File: src/rtl/store_size_ctrl_pkg.sv
`default_nettype none
// ----------------------------------------------------------------------------
// store_size_ctrl_pkg : size codes, FSM states and alignment helper
// Rev 1.0
// ----------------------------------------------------------------------------
package store_size_ctrl_pkg;

  typedef enum logic [1:0] {
    SZ_NONE = 2'b00,
    SZ_BYTE = 2'b01,
    SZ_HALF = 2'b10,
    SZ_WORD = 2'b11
  } size_e;

  // Shared with the load-size stage, so keep the encodings stable.
  typedef enum logic [2:0] {
    ST_IDLE  = 3'd0,
    ST_READ  = 3'd1,
    ST_MERGE = 3'd2,
    ST_WRITE = 3'd3,
    ST_DONE  = 3'd4
  } state_e;

  function automatic logic is_misaligned(input size_e size, input logic [1:0] lsb);
    return ((size == SZ_HALF) && lsb[0]) || ((size == SZ_WORD) && (lsb != 2'b00));
  endfunction

endpackage
`default_nettype wire

File: src/rtl/store_size_ctrl_if.sv
`default_nettype none
// ----------------------------------------------------------------------------
// store_size_ctrl_if : control-unit request and data-memory port bundle
// Rev 1.0
// ----------------------------------------------------------------------------
interface store_size_ctrl_if;
  logic        start;
  logic [1:0]  size;
  logic [31:0] addr;
  logic [31:0] wdata;
  logic [31:0] mem_rdata;
  logic [31:0] mem_addr;
  logic [31:0] mem_wdata;
  logic        mem_we;
  logic        busy;
  logic        done;
  logic        misalign;

  modport master (
    output start, size, addr, wdata, mem_rdata,
    input  mem_addr, mem_wdata, mem_we, busy, done, misalign
  );

  modport slave (
    input  start, size, addr, wdata, mem_rdata,
    output mem_addr, mem_wdata, mem_we, busy, done, misalign
  );
endinterface
`default_nettype wire

File: src/rtl/store_size_ctrl_merge.sv
`default_nettype none
// ----------------------------------------------------------------------------
// store_size_ctrl_merge : combinational low-lane merge of store data into word
// Rev 1.0
// ----------------------------------------------------------------------------
module store_size_ctrl_merge
  import store_size_ctrl_pkg::*;
(
  input  size_e       size_i,
  input  logic [31:0] rdata_i,
  input  logic [31:0] wdata_i,
  output logic [31:0] merged_o
);

  always_comb begin
    merged_o = rdata_i;
    unique case (size_i)
      SZ_BYTE: merged_o = {rdata_i[31:8], wdata_i[7:0]};
      SZ_HALF: merged_o = {rdata_i[31:16], wdata_i[15:0]};
      SZ_WORD: merged_o = wdata_i;
      default: merged_o = rdata_i;
    endcase
  end

endmodule
`default_nettype wire

File: src/rtl/store_size_ctrl.sv
`default_nettype none
// ----------------------------------------------------------------------------
// store_size_ctrl : SB/SH/SW store sequencer (RMW for sub-word), optional
//                   alignment check via STORE_ALIGN_CHECK_EN
// Rev 1.0
// ----------------------------------------------------------------------------
module store_size_ctrl
  import store_size_ctrl_pkg::*;
#(
  parameter int unsigned MEM_RD_LAT = 1
) (
  input  logic             clock,
  input  logic             reset,
  store_size_ctrl_if.slave bus
);

  localparam logic [2:0] LAT_LAST = 3'(MEM_RD_LAT - 1);
`ifdef STORE_ALIGN_CHECK_EN
  localparam bit ALIGN_CHECK = 1'b1;
`else
  localparam bit ALIGN_CHECK = 1'b0;
`endif

  state_e      state_q, state_d;
  size_e       size_q, size_d;
  logic [31:2] addr_q, addr_d;
  logic [31:0] wdata_q, wdata_d;
  logic [31:0] rdata_q, rdata_d;
  logic [2:0]  cnt_q, cnt_d;
  logic        mis_q, mis_d;
  logic [31:0] merged;
  logic        start_mis;

  assign start_mis = ALIGN_CHECK && is_misaligned(size_e'(bus.size), bus.addr[1:0]);

  always_ff @(posedge clock or negedge reset) begin
    if (!reset) begin
      state_q <= ST_IDLE;
      size_q  <= SZ_NONE;
      addr_q  <= '0;
      wdata_q <= '0;
      rdata_q <= '0;
      cnt_q   <= '0;
      mis_q   <= 1'b0;
    end else begin
      state_q <= state_d;
      size_q  <= size_d;
      addr_q  <= addr_d;
      wdata_q <= wdata_d;
      rdata_q <= rdata_d;
      cnt_q   <= cnt_d;
      mis_q   <= mis_d;
    end
  end

  always_comb begin
    state_d = state_q;
    size_d  = size_q;
    addr_d  = addr_q;
    wdata_d = wdata_q;
    rdata_d = rdata_q;
    cnt_d   = cnt_q;
    mis_d   = mis_q;
    unique case (state_q)
      ST_IDLE: begin
        cnt_d = '0;
        mis_d = 1'b0;
        if (bus.start) begin
          size_d  = size_e'(bus.size);
          addr_d  = bus.addr[31:2];
          wdata_d = bus.wdata;
          if (start_mis) begin
            mis_d   = 1'b1;
            state_d = ST_DONE;
          end else begin
            case (size_e'(bus.size))
              SZ_WORD:          state_d = ST_WRITE;
              SZ_BYTE, SZ_HALF: state_d = ST_READ;
              default:          state_d = ST_DONE;
            endcase
          end
        end
      end
      // Counter parks at its last value rather than wrapping.
      ST_READ: begin
        if (cnt_q == LAT_LAST) state_d = ST_MERGE;
        else                   cnt_d   = cnt_q + 3'd1;
      end
      ST_MERGE: begin
        rdata_d = bus.mem_rdata;
        state_d = ST_WRITE;
      end
      ST_WRITE: state_d = ST_DONE;
      ST_DONE:  state_d = ST_IDLE;
      default:  state_d = ST_IDLE;
    endcase
  end

  store_size_ctrl_merge u_merge (
    .size_i   (size_q),
    .rdata_i  (rdata_q),
    .wdata_i  (wdata_q),
    .merged_o (merged)
  );

  assign bus.mem_addr  = {addr_q, 2'b00};
  assign bus.mem_we    = (state_q == ST_WRITE);
  assign bus.mem_wdata = (state_q == ST_WRITE) ? merged : '0;
  assign bus.busy      = (state_q != ST_IDLE);
  assign bus.done      = (state_q == ST_DONE);
  assign bus.misalign  = (state_q == ST_DONE) && mis_q;

endmodule
`default_nettype wire

File: src/flat_wrapper.sv
// flat-port wrapper written by rule: the top's interface ports become plain ports
module store_size_ctrl_flat import store_size_ctrl_pkg::*;
#(
  parameter int unsigned MEM_RD_LAT = 1
)
  (clock, reset, bus_start, bus_size, bus_addr, bus_wdata, bus_mem_rdata, bus_mem_addr, bus_mem_wdata, bus_mem_we, bus_busy, bus_done, bus_misalign);
  store_size_ctrl_if bus_i ();
  input  logic clock;
  input  logic reset;
  input wire logic [$bits(bus_i.start)-1:0] bus_start;
  input wire logic [$bits(bus_i.size)-1:0] bus_size;
  input wire logic [$bits(bus_i.addr)-1:0] bus_addr;
  input wire logic [$bits(bus_i.wdata)-1:0] bus_wdata;
  input wire logic [$bits(bus_i.mem_rdata)-1:0] bus_mem_rdata;
  output wire logic [$bits(bus_i.mem_addr)-1:0] bus_mem_addr;
  output wire logic [$bits(bus_i.mem_wdata)-1:0] bus_mem_wdata;
  output wire logic [$bits(bus_i.mem_we)-1:0] bus_mem_we;
  output wire logic [$bits(bus_i.busy)-1:0] bus_busy;
  output wire logic [$bits(bus_i.done)-1:0] bus_done;
  output wire logic [$bits(bus_i.misalign)-1:0] bus_misalign;
  assign bus_i.start = bus_start;
  assign bus_i.size = bus_size;
  assign bus_i.addr = bus_addr;
  assign bus_i.wdata = bus_wdata;
  assign bus_i.mem_rdata = bus_mem_rdata;
  assign bus_mem_addr = bus_i.mem_addr;
  assign bus_mem_wdata = bus_i.mem_wdata;
  assign bus_mem_we = bus_i.mem_we;
  assign bus_busy = bus_i.busy;
  assign bus_done = bus_i.done;
  assign bus_misalign = bus_i.misalign;
  store_size_ctrl #(.MEM_RD_LAT(MEM_RD_LAT)) u_core (.clock(clock), .reset(reset), .bus(bus_i));
endmodule
File: config.mk
export PLATFORM = sky130hd
export DESIGN_NAME = store_size_ctrl_flat
export DESIGN_NICKNAME = d
export VERILOG_FILES = /design/src/rtl/store_size_ctrl_pkg.sv /design/src/rtl/store_size_ctrl_if.sv /design/src/rtl/store_size_ctrl_merge.sv /design/src/rtl/store_size_ctrl.sv /design/src/flat_wrapper.sv
export SDC_FILE = /design/constraint.sdc
export NUM_CORES = 1
export LEC_CHECK = 0
export CAP_MARGIN = 20
export CORE_MARGIN = 2
export CORE_UTILIZATION = 35
export CTS_CLUSTER_DIAMETER = 100
export DETAILED_ROUTE_END_ITERATION = 10
export GPL_ROUTABILITY_DRIVEN = 0
export SYNTH_ARGS = -nofsm -noshare
export SYNTH_HDL_FRONTEND = slang
export SYNTH_SLANG_ARGS = --single-unit
export TNS_END_PERCENT = 10
File: constraint.sdc
create_clock -name clock -period 3.48 [get_ports clock]
set_input_delay 0.696 -clock clock [delete_from_list [all_inputs] [get_ports clock]]
set_output_delay 0.696 -clock clock [all_outputs]
set_load 0.02 [all_outputs]
* After elaboration in Yosys (flattened, before gate mapping) *
Cells that the tools add are included.

storage, ports and cells
  bits in registers = 102
  word-level logic and storage cells = 36

cells by class
  add/subtract/negate cells = 1
  equal/unequal tests = 13
  multiplexer cells = 8
  reductions and logical operators = 8

operator list
  kind                                                             count
  32-bit one-hot mux with 3 select lines                           1
  32-bit 2-to-1 mux                                                1
  3-bit one-hot mux with 2 select lines                            2
  3-bit one-hot mux with 4 select lines                            1
  3-bit 2-to-1 mux                                                 3
  2-bit == test, second input constant                             4
  3-bit by 2-bit == test with 1-bit output, second input constant  2
  3-bit zero test                                                  2
  2-bit AND reduction                                              3
  2-bit by 1-bit == test with 1-bit output, second input constant  2
  2-bit != test, second input constant                             2
  3-bit by 1-bit adder with 3-bit output, second input constant    1
  3-bit by 1-bit == test with 1-bit output, second input constant  1
  3-bit == test, second input constant                             1
  3-bit nonzero test                                               1
  2-bit by 1-bit != test with 1-bit output, second input constant  1
  2-bit nonzero test                                               1
  2-bit OR reduction                                               1

* Longest topological paths before layout *
Gate-level depths: netlist of run 1.

  word-level depth = 5
  gate-level depth with buffers = 6
  depth with buffers taken out = 5

* By module *
From an unflattened synthesis of run 1, not the netlist that was laid out.

second synthesis, totals
  cells, all modules = 318
  area, all modules = 4,924.7 sq um

by module, submodules not included
  module                 instances  cells each  area an instance (sq um)
  store_size_ctrl        1          282         4,473.0
  store_size_ctrl_merge  1          36          451.7

* Worst setup path before layout of run 1 *
Ideal clock, no wire load.

  path type = reg2out
  start = register u_core.state_q[0]
  end = output port bus_mem_wdata[30]
  arrival time = 1,542 ps
  data required time = 2,784 ps
  slack = 1,242 ps
  stages on the path, launching flop included = 7
  buffers on the path = 3
  cells stage by stage = dfrtp_1 -> buf_2 -> nand2_1 -> or2_2 -> clkbuf_1 -> clkbuf_1 -> a21oi_1

on the way
  longest elaborated chain between the ends = 2

RTL lines
  what                                      RTL line                source
  from (decl)                               store_size_ctrl.sv:24   state_e state_q, state_d;
  from (signal assigned)                    store_size_ctrl.sv:46   state_q <= state_d;
  3-bit by 2-bit == test with 1-bit output  store_size_ctrl.sv:108  assign bus.mem_wdata = (state_q == ST_WRITE) ? merged : '0;
  32-bit 2-to-1 mux                         store_size_ctrl.sv:108
  to (decl)                                 flat_wrapper.sv:16      output wire logic [$bits(bus_i.mem_wdata)-1:0] bus_mem_wdata;

No other way between the ends.

* Worst setup path in the final report of run 1 *
  start = register u_core.state_q[0]
  end = output port bus_mem_wdata[31]

Same word-level chain as after synthesis.

==> results.sh, run 1 <==
export IMPL_post_drt_wl_per_cell_um=16.7
export IMPL_layout_min_cycle_time_ps=3240
export IMPL_critical_path_startpoint_type="flop"
export IMPL_tritoncts="yes"
export IMPL_grt_setup_unrepaired="no"
export IMPL_syn2layout_area_growth_pct=42.7
export IMPL_gr_total_overflow=0
export IMPL_finalCoreUtilization_pct=51.4
export IMPL_clk_insertion_delay_late_ps=350
export IMPL_dp_hpwl_mm=7.62
export IMPL_die_height_um=121
export IMPL_die_x_um=121
export IMPL_number_of_resized_instances_in_the_post_cts_repair_step=0
export IMPL_synth_cell_type_count=36
export IMPL_number_of_register_bits_inferred_by_synthesis=102
export IMPL_routed_via_density=4.70
export IMPL_ctsLongestPathBuffers=2
export IMPL_core_rowCount=42
export IMPL_clock_fmax_mhz=308
export IMPL_clk_root_buffer_cell="sky130_fd_sc_hd__clkbuf_16"
export IMPL_layout_filler_cells=1208
export IMPL_port_buffer_count=163
export IMPL_final_area_mm2=0.00680
export IMPL_slew_of_the_pin_with_the_lowest_slew_margin_ps=879
export IMPL_drt_pass1_iterations=4
export IMPL_antenna_left=0
export IMPL_drv_slew=0
export IMPL_critPathRequiredTime_ps=2780
export IMPL_cts_setup_buffers=0
export IMPL_cts_hold_buffers_added=0
export IMPL_post_route_cells_drive_above_1_share_pct=24.1
export IMPL_design_final_nets=613
export IMPL_coreArea_mm2=0.0132
export IMPL_clk_pin_slew_ps=70
export IMPL_grt_total_usage_pct=16.6
export IMPL_worst_path_max_fanout=33
export IMPL_drcViolationCount=0
export IMPL_floorplan_io_pins=169
export IMPL_final_hold_violation_count=0
export IMPL_arrival_ps=2550
export IMPL_ctsHtreeMaxLevel=3
export IMPL_power_density_mw_per_mm2=924
export IMPL_syn_area_per_cell_um2=13.5
export IMPL_skew_ps=3.52
export IMPL_slew_headroom_pct=41.4
export IMPL_pin_count_of_the_biggest_net_entering_global_routing=86
export IMPL_post_layout_total_power_uw=6280
export IMPL_wl_mm=11.6
export IMPL_cts_buffers_inserted=9
export IMPL_floorplan_die_area_mm2=0.0146
export IMPL_timing_setup_critical_path_class="reg -> out"
export IMPL_yosysSeqAreaShare_pct=53.6
export IMPL_num_antenna_cells=0
export IMPL_ir_worst_vdd_v=0.000476
export IMPL_synth_warnings=0
export IMPL_maxCapViolations=0
export IMPL_outcome="finished, final reports clean"
export IMPL_drt_iter0_markers=137
export IMPL_mappedNetlistArea_mm2=0.00476
export IMPL_cts_sinks=102
export IMPL_antenna_found_initial=0
export IMPL_wire_length_of_the_first_global_routing_pass_mm=18.7
export IMPL_via_count=3249
export IMPL_synth_cells=353
export IMPL_postPlaceCellArea_mm2=0.00645
export IMPL_first_global_vias=3579
export IMPL_worstSetupEndpointType="output port"
export IMPL_initial_core_util_pct=36.0
export IMPL_fin_crit_sh_pct=93.2
export IMPL_holdCritPathClass="in -> async"
export IMPL_totalNegativeSetupSlack_ps=0
export IMPL_final_setup_viol_count=0
export IMPL_p_leak_uw=0.00291
==> final timing paths <==
check	startpoint	end	slack (ps)	cells past startpoint
max	u_core.state_q[0]$_DFFE_PN0P_	bus_mem_wdata[31]	240	4
min	reset	u_core.wdata_q[13]$_DFFE_PN0P_	360	1
max reg2reg	u_core.state_q[0]$_DFFE_PN0P_	u_core.addr_q[27]$_DFFE_PN0P_	1400	4
min reg2reg	u_core.addr_q[28]$_DFFE_PN0P_	u_core.addr_q[28]$_DFFE_PN0P_	510	1
max in group asynchronous	reset	u_core.rdata_q[31]$_DFFE_PN0N_	2390	2
min in group clock	u_core.addr_q[28]$_DFFE_PN0P_	u_core.addr_q[28]$_DFFE_PN0P_	510	1
==> synthesized netlist by cell type <==
| library cell | count | area (um^2) |
|---|---|---|
| sky130_fd_sc_hd__a2111oi_0 | 1 | 8.76 |
| sky130_fd_sc_hd__nor2b_1 | 1 | 6.26 |
| sky130_fd_sc_hd__buf_4 | 3 | 22.5 |
| sky130_fd_sc_hd__dfrtp_1 | 102 | 2550 |
| sky130_fd_sc_hd__buf_6 | 1 | 11.3 |
| sky130_fd_sc_hd__nand2b_1 | 2 | 12.5 |
| sky130_fd_sc_hd__buf_2 | 5 | 25.0 |
| sky130_fd_sc_hd__nand3b_1 | 1 | 7.51 |
| sky130_fd_sc_hd__a31oi_1 | 1 | 6.26 |
| sky130_fd_sc_hd__a32oi_1 | 1 | 8.76 |
| sky130_fd_sc_hd__inv_1 | 5 | 18.8 |
| sky130_fd_sc_hd__conb_1 | 1 | 3.75 |
| sky130_fd_sc_hd__a41o_1 | 1 | 10.0 |
| sky130_fd_sc_hd__mux2_4 | 60 | 901 |
| sky130_fd_sc_hd__mux2i_1 | 8 | 80.1 |
| sky130_fd_sc_hd__buf_1 | 1 | 3.75 |
| sky130_fd_sc_hd__and3_1 | 1 | 6.26 |
| sky130_fd_sc_hd__o21ai_0 | 10 | 50.1 |
| sky130_fd_sc_hd__buf_12 | 6 | 120 |
| sky130_fd_sc_hd__nor2_8 | 1 | 20.0 |
| sky130_fd_sc_hd__or3_4 | 1 | 11.3 |
| sky130_fd_sc_hd__and2_1 | 1 | 6.26 |
| sky130_fd_sc_hd__nor2_1 | 13 | 48.8 |
| sky130_fd_sc_hd__nor4_1 | 1 | 6.26 |
| sky130_fd_sc_hd__and2_2 | 1 | 7.51 |
| sky130_fd_sc_hd__clkbuf_1 | 9 | 33.8 |
| sky130_fd_sc_hd__nor3b_1 | 1 | 7.51 |
| sky130_fd_sc_hd__ha_1 | 2 | 25.0 |
| sky130_fd_sc_hd__a21oi_1 | 27 | 135 |
| sky130_fd_sc_hd__nand4_1 | 1 | 6.26 |
| sky130_fd_sc_hd__a211oi_1 | 1 | 7.51 |
| sky130_fd_sc_hd__or2_2 | 1 | 6.26 |
| sky130_fd_sc_hd__or3_2 | 1 | 7.51 |
| sky130_fd_sc_hd__a21bo_2 | 1 | 10.0 |
| sky130_fd_sc_hd__mux2_2 | 36 | 405 |
| sky130_fd_sc_hd__nand2_1 | 44 | 165 |
==> through the flow <==
step                hold slack [ps]  worst slack, ps  cells
floorplan                       400             1240    355
global placement                488              662    674
detailed placement              487              609    674
CTS                             512              216    690
global route                    408             39.0    691
finish                          361              237    691
==> report_power, final <==
group	internal [uW]	switching, uW	leakage (uW)
logic	1700	1320	0.00154
registers	1790	367	0.00121
clock network	652	454	0.000160
==> logic make-up after synthesis <==
kind of cell	share of synthesized area, %
and+or+nand+nor	6.83
DFF	53.6
buffers and inverters	4.94
adders and majority gates	0.525
muxes	29.1
other	0.0787
AOI/OAI and AO/OA	4.96
==> routing by layer <==
layer | part of all wire (%) | vias to the layer above | track usage (%) | routed length (um)
met1 | 45 | 1615 | 21.8 | 5240
met3 | 5.8 | 15 | 5.61 | 674
met4 | 1.5 | 0 | 4.36 | 175
met5 | 0 | - | 0 | 0
li1 | - | 1524 | - | -
met2 | 47 | 95 | 26.5 | 5470
==> critical path, cell delays in order (launching register included) <==
cell	delay [ps]
sky130_fd_sc_hd__dfrtp_1	550
sky130_fd_sc_hd__nand2_1	120
sky130_fd_sc_hd__or2_2	580
sky130_fd_sc_hd__a21oi_1	250
sky130_fd_sc_hd__clkdlybuf4s50_1	660
==> layout make-up <==
type	count	area [um^2]	share of cell area, %
sequential	102	2550	37.5
timing repair buffer	169	1700	25.0
tap	176	220	3.24
clock buffer	11	243	3.57
inverter	5	18.8	0.276
multi-input combinational	223	1980	29.2
clock inverter	5	82.6	1.21
==> cells in the final DEF (no fill, tap or decap), drive strengths merged, types with 2 or more instances in the layout <==
cell,n
or3,2
a21oi,27
inv,5
nand2,44
clkbuf,11
mux2i,8
mux2,96
ha,2
bufinv,2
and2,2
clkinv,3
o21ai,10
dfrtp,102
nor2,14
nand2b,2
clkdlybuf4s50,162
buf,7
conb,3
==> sequential cells by signal, indices dropped and copies added, names as in the netlist <==
| name | count |
|---|---|
| u_core.wdata_q | 32 |
| u_core.addr_q | 30 |
| u_core.size_q | 2 |
| u_core.state_q | 3 |
| u_core.cnt_q | 3 |
| u_core.rdata_q | 32 |
Note: power is estimated with default switching activity, not from simulation.
==> inputs of run 2 (changes only) <==
--- a/config.mk
+++ b/config.mk
@@ -5,10 +5,9 @@
 export SDC_FILE = /design/constraint.sdc
 export NUM_CORES = 1
 export LEC_CHECK = 0
-export CAP_MARGIN = 20
+export CAP_MARGIN = 15
 export CORE_MARGIN = 2
 export CORE_UTILIZATION = 35
-export CTS_CLUSTER_DIAMETER = 100
 export DETAILED_ROUTE_END_ITERATION = 10
 export GPL_ROUTABILITY_DRIVEN = 0
 export SYNTH_ARGS = -nofsm -noshare
==> constraint.sdc (replaced) <==
create_clock -name clock -period 4.2 [get_ports clock]
set_input_delay 0.84 -clock clock [delete_from_list [all_inputs] [get_ports clock]]
set_output_delay 0.84 -clock clock [all_outputs]
set_load 0.02 [all_outputs]
==> results.sh, run 2 (synthesis gave the netlist of run 1 again) <==
export IMPL_cts_hold_buffers_added=0
export IMPL_drv_slew=0
export IMPL_p_leak_uw=0.00290
export IMPL_grt_total_usage_pct=16.2
export IMPL_timing_critical_path_max_delay_family="simple AND/OR/NAND/NOR gates"
export IMPL_post_drt_wl_per_cell_um=16.2
export IMPL_ctsLongestPathBuffers=2
export IMPL_reg2reg_slack_ps=1970
export IMPL_dp_cells=673
export IMPL_number_of_resized_instances_in_the_post_cts_repair_step=0
export IMPL_skew_ps=7.41
export IMPL_num_antenna_cells=0
export IMPL_outcome="finished, final reports clean"
export IMPL_core_rowCount=42
export IMPL_ir_worst_vdd_v=0.000411
export IMPL_coreArea_mm2=0.0132
export IMPL_antenna_left=0
export IMPL_port_buffer_count=163
export IMPL_timing_critical_path_slowest_cell_delay_ps=660
export IMPL_drt_pass1_iterations=4
export IMPL_timing_setup_critical_path_class="reg -> out"
export IMPL_worst_path_max_delay_cell="sky130_fd_sc_hd__clkdlybuf4s50_1"
export IMPL_gr_total_overflow=0
export IMPL_layout_filler_cells=1166
export IMPL_wire_length_of_the_first_global_routing_pass_mm=18.2
export IMPL_cts_buffers_inserted=9
export IMPL_clock_fmax_mhz=299
export IMPL_final_hold_violation_count=0
export IMPL_worst_path_max_fanout=33
export IMPL_slew_of_the_pin_with_the_lowest_slew_margin_ps=1050
export IMPL_initial_core_util_pct=36.0
export IMPL_floorplan_die_area_mm2=0.0146
export IMPL_drcViolationCount=0
export IMPL_slew_headroom_pct=29.9
export IMPL_power_density_mw_per_mm2=763
export IMPL_clk_root_buffer_cell="sky130_fd_sc_hd__clkbuf_16"
export IMPL_dp_slack_ps=1170
export IMPL_via_count=3184
export IMPL_worstSetupEndpointType="output port"
export IMPL_die_x_um=121
export IMPL_arrival_ps=2510
export IMPL_finalWorstSetupSlack_ps=853
export IMPL_routed_via_density=4.62
export IMPL_design_final_nets=611
export IMPL_layout_cells_most_common="sky130_fd_sc_hd__clkdlybuf4s50_1"
export IMPL_count_of_placed_standard_cells_in_the_final_layout_fillers_left_out=689
export IMPL_layout_min_cycle_time_ps=3350
export IMPL_cp_buffers_inverters=1
export IMPL_final_area_mm2=0.00677
export IMPL_cts_setup_buffers=0
export IMPL_clk_pin_slew_ps=70
export IMPL_first_global_vias=3481
export IMPL_top_regs="u_core.rdata_q: 32 flops, u_core.wdata_q: 32 flops, u_core.addr_q: 30 flops"
export IMPL_pin_count_of_the_biggest_net_entering_global_routing=83
export IMPL_tritoncts="yes"
export IMPL_wl_mm=11.2
export IMPL_cts_sinks=102
export IMPL_maxCapViolations=0
export IMPL_floorplan_io_pins=169
export IMPL_antenna_found_initial=0
export IMPL_critPathRequiredTime_ps=3360
export IMPL_drt_iter0_markers=106
export IMPL_final_setup_viol_count=0
export IMPL_totalNegativeSetupSlack_ps=0
export IMPL_syn2layout_area_growth_pct=42.0
export IMPL_clk_insertion_delay_late_ps=350
export IMPL_ctsHtreeMaxLevel=3
export IMPL_grt_setup_unrepaired="no"
export IMPL_critical_path_startpoint_type="flop"
export IMPL_final_cell_mix="162 x sky130_fd_sc_hd__clkdlybuf4s50_1, 102 x sky130_fd_sc_hd__dfrtp_1, 60 x sky130_fd_sc_hd__mux2_4"
export IMPL_postPlaceCellArea_mm2=0.00645
export IMPL_path_cells="nand2_1 -> or2_2 -> a21oi_1 -> clkdlybuf4s50_1"
export IMPL_fin_crit_sh_pct=79.7
export IMPL_die_height_um=121
export IMPL_post_route_cells_drive_above_1_share_pct=24.0
export IMPL_dp_hpwl_mm=7.56
export IMPL_holdCritPathClass="reg -> reg"
## run 2: changes by cell type in the layout (fill, tap and decap cells not counted), sizes merged
cell	change
buf	-2
clkbuf	+2
bufinv	-1
clkinv	-1
## run 2: area by class of cell
cell class | instances | area [um^2] | share of cell area [%]
Sequential cell | 102 | 2550 | 37.7
Multi-Input combinational cell | 223 | 1980 | 29.3
Timing Repair Buffer | 167 | 1670 | 24.7
Clock buffer | 13 | 280 | 4.14
Tap cell | 176 | 220 | 3.25
Clock inverter | 3 | 40.0 | 0.592
Inverter | 5 | 18.8 | 0.277
## run 2: path summary, 6_finish.rpt
path	startpoint	cells after the start	end
max reg2reg	u_core.state_q[0]$_DFFE_PN0P_	4	u_core.wdata_q[14]$_DFFE_PN0P_
min	u_core.rdata_q[10]$_DFFE_PN0N_	1	u_core.rdata_q[10]$_DFFE_PN0N_
max	u_core.state_q[0]$_DFFE_PN0P_	4	bus_mem_wdata[5]
min reg2reg	u_core.rdata_q[10]$_DFFE_PN0N_	1	u_core.rdata_q[10]$_DFFE_PN0N_
min in group asynchronous	reset	1	u_core.wdata_q[13]$_DFFE_PN0P_
max in group asynchronous	reset	2	u_core.rdata_q[22]$_DFFE_PN0N_
## run 2: per-stage QoR
stage                     power [uW]  hold slack (ps)  utilization, %
final                           5160              506            51.1
after global routing            5490              518            51.1
after CTS                       5230              510            51.1
after detailed placement        4320              491            48.7
after global placement          4260              488            48.7
after floorplan                 3490              475               -
## run 2: metal layers
| layer | vias up | GRT usage [%] | share of wire [%] |
|---|---|---|---|
| met2 | 103 | 25.2 | 46 |
| met5 | - | 0 | 0 |
| met4 | 0 | 6.69 | 2.0 |
| met3 | 15 | 3.82 | 5.5 |
| li1 | 1517 | - | - |
| met1 | 1549 | 21.8 | 46 |
## run 2: power breakdown
group	switching, uW	leakage [uW]	internal [uW]
clock	357	0.000162	525
sequential	297	0.00121	1480
combinational	1100	0.00153	1400
==> inputs of run 3 (changes only) <==
--- a/config.mk
+++ b/config.mk
@@ -10,6 +10,7 @@
 export CORE_UTILIZATION = 35
 export DETAILED_ROUTE_END_ITERATION = 10
 export GPL_ROUTABILITY_DRIVEN = 0
+export PLACE_DENSITY = 0.67
 export SYNTH_ARGS = -nofsm -noshare
 export SYNTH_HDL_FRONTEND = slang
 export SYNTH_SLANG_ARGS = --single-unit
==> constraint.sdc (replaced) <==
create_clock -name clock -period 3 [get_ports clock]
set_input_delay 0.6 -clock clock [delete_from_list [all_inputs] [get_ports clock]]
set_output_delay 0.6 -clock clock [all_outputs]
set_load 0.02 [all_outputs]
==> results.sh, run 3 (synthesis gave the netlist of run 1 again) <==
export IMPL_outcome="finished, final reports clean"
export IMPL_totalNegativeSetupSlack_ps=0
export IMPL_initial_core_util_pct=36.0
export IMPL_reg2reg_slack_ps=1010
export IMPL_pin_count_of_the_biggest_net_entering_global_routing=61
export IMPL_grt_setup_unrepaired="no"
export IMPL_p_leak_uw=0.00294
export IMPL_arrival_ps=2230
export IMPL_slew_headroom_pct=45.1
export IMPL_crit_reg2reg_launch="u_core.state_q[0]$_DFFE_PN0P_"
export IMPL_holdCritPathClass="in -> async"
export IMPL_finalCoreUtilization_pct=51.8
export IMPL_reg_to_reg_endpoint="u_core.addr_q[26]$_DFFE_PN0P_"
export IMPL_drt_iter0_markers=145
export IMPL_r2r_worst_path_cells=5
export IMPL_drt_pass1_iterations=4
export IMPL_sequential_fraction_of_design_power_pct=33.6
export IMPL_power_report_internal_total_uw=4860
export IMPL_fin_crit_sh_pct=94.2
export IMPL_gr_total_overflow=0
export IMPL_clock_fmax_mhz=354
export IMPL_wire_length_of_the_first_global_routing_pass_mm=17.5
export IMPL_num_antenna_cells=0
export IMPL_final_hold_violation_count=0
export IMPL_layout_cells_most_common="sky130_fd_sc_hd__clkdlybuf4s50_1"
export IMPL_timing_hold_ws_ps=321
export IMPL_critical_path_startpoint_type="flop"
export IMPL_final_area_mm2=0.00686
export IMPL_drv_slew=0
export IMPL_post_route_cells_drive_above_1_share_pct=25.2
export IMPL_layout_min_cycle_time_ps=2830
export IMPL_final_cell_mix="162 x sky130_fd_sc_hd__clkdlybuf4s50_1, 102 x sky130_fd_sc_hd__dfrtp_1, 60 x sky130_fd_sc_hd__mux2_4"
export IMPL_die_x_um=121
export IMPL_ctsLongestPathBuffers=2
export IMPL_power_density_mw_per_mm2=1070
export IMPL_timing_critical_path_max_delay_family="buffers and inverters"
export IMPL_floorplan_die_area_mm2=0.0146
export IMPL_worst_path_max_fanout=25
export IMPL_port_buffer_count=163
export IMPL_switching_power_uw=2490
export IMPL_sw_frac_of_total_pct=33.9
export IMPL_final_setup_viol_count=0
export IMPL_die_height_um=121
export IMPL_path_cells="or2_2 -> buf_12 -> a21oi_1 -> clkdlybuf4s50_1"
export IMPL_post_drt_wl_per_cell_um=15.9
export IMPL_coreArea_mm2=0.0132
export IMPL_wl_mm=11.0
export IMPL_routed_via_density=4.62
export IMPL_post_layout_total_power_uw=7350
export IMPL_syn2layout_area_growth_pct=44.0
export IMPL_cts_buffers_inserted=9
export IMPL_first_global_vias=3367
export IMPL_cts_hold_buffers_added=0
export IMPL_design_final_nets=617
export IMPL_clk_insertion_delay_late_ps=350
export IMPL_drcViolationCount=0
export IMPL_postPlaceCellArea_mm2=0.00653
export IMPL_grt_total_usage_pct=15.6
export IMPL_slew_of_the_pin_with_the_lowest_slew_margin_ps=823
export IMPL_dp_hpwl_mm=7.92
export IMPL_floorplan_io_pins=169
export IMPL_via_count=3214
export IMPL_clockPowerShare_pct=17.4
export IMPL_core_rowCount=42
export IMPL_tritoncts="yes"
export IMPL_critPathRequiredTime_ps=2400
export IMPL_worst_path_max_delay_cell="sky130_fd_sc_hd__clkdlybuf4s50_1"
export IMPL_clk_root_buffer_cell="sky130_fd_sc_hd__clkbuf_16"
export IMPL_timing_setup_critical_path_class="reg -> out"
export IMPL_timing_critical_path_slowest_cell_delay_ps=630
export IMPL_ir_worst_vdd_v=0.000480
export IMPL_layout_filler_cells=1175
export IMPL_cp_buffers_inverters=2
export IMPL_maxCapViolations=0
export IMPL_power_share_combinational_pct=49.0
export IMPL_clk_pin_slew_ps=70
export IMPL_antenna_left=0
export IMPL_ctsHtreeMaxLevel=3
export IMPL_cts_sinks=102
export IMPL_worstSetupEndpointType="output port"
export IMPL_top_regs="u_core.rdata_q: 32 flops, u_core.wdata_q: 32 flops, u_core.addr_q: 30 flops"
export IMPL_antenna_found_initial=0
export IMPL_skew_ps=6.48
[run 3: worst max-delay path by stage]
stage,from,endpoint,slack (ps),cells after the start
global placement,u_core.size_q[1]$_DFFE_PN0P_,bus_mem_wdata[0],510,5
finish,u_core.state_q[2]$_DFFE_PN0P_,bus_mem_wdata[24],170,4
global route,u_core.state_q[2]$_DFFE_PN0P_,bus_mem_wdata[3],30,4
detailed placement,u_core.size_q[0]$_DFFE_PN0P_,bus_mem_wdata[20],510,4
CTS,u_core.size_q[0]$_DFFE_PN0P_,bus_mem_wdata[20],130,4
floorplan,u_core.state_q[0]$_DFFE_PN0P_,bus_mem_wdata[30],860,6
[run 3: per-layer routing]
metal	GRT usage, %	vias up	share of wire (%)	wire length [um]
li1	-	1534	-	-
met1	18.9	1577	42	4660
met2	26.5	95	50	5550
met3	5.71	8	6.3	696
met4	3.92	0	1.2	131
met5	0	-	0	0
[run 3: stage by stage]
step | cells | worst slack (ps)
6_report | 695 | 174
5_1_grt | 695 | 26.5
4_1_cts | 695 | 130
3_5_place_dp | 679 | 515
3_3_place_gp | 679 | 513
2_1_floorplan | 355 | 858
[run 3: cell type report]
type	instances	area, um^2	share of cell area [%]
tap	176	220	3.21
clock buffer	9	225	3.28
clock inverter	7	103	1.49
sequential	102	2550	37.2
multi-input combinational	223	1990	29.0
timing repair buffer	173	1750	25.6
inverter	5	18.8	0.273
[run 3: repair_timing]
action,in CTS,in global routing
setup endpoints to repair,0,1
hold endpoints to repair,0,0
gates resized for setup,0,2
buffers inserted,0,0
[run 3: power groups by stage]
stage	registers (uW)	clock network, uW	logic, uW
final	2470	1280	3600
after global routing	2550	1380	3870
after CTS	2470	1320	3660
after detailed placement	2480	0	3650
after global placement	2450	0	3600
after floorplan	2640	0	2250
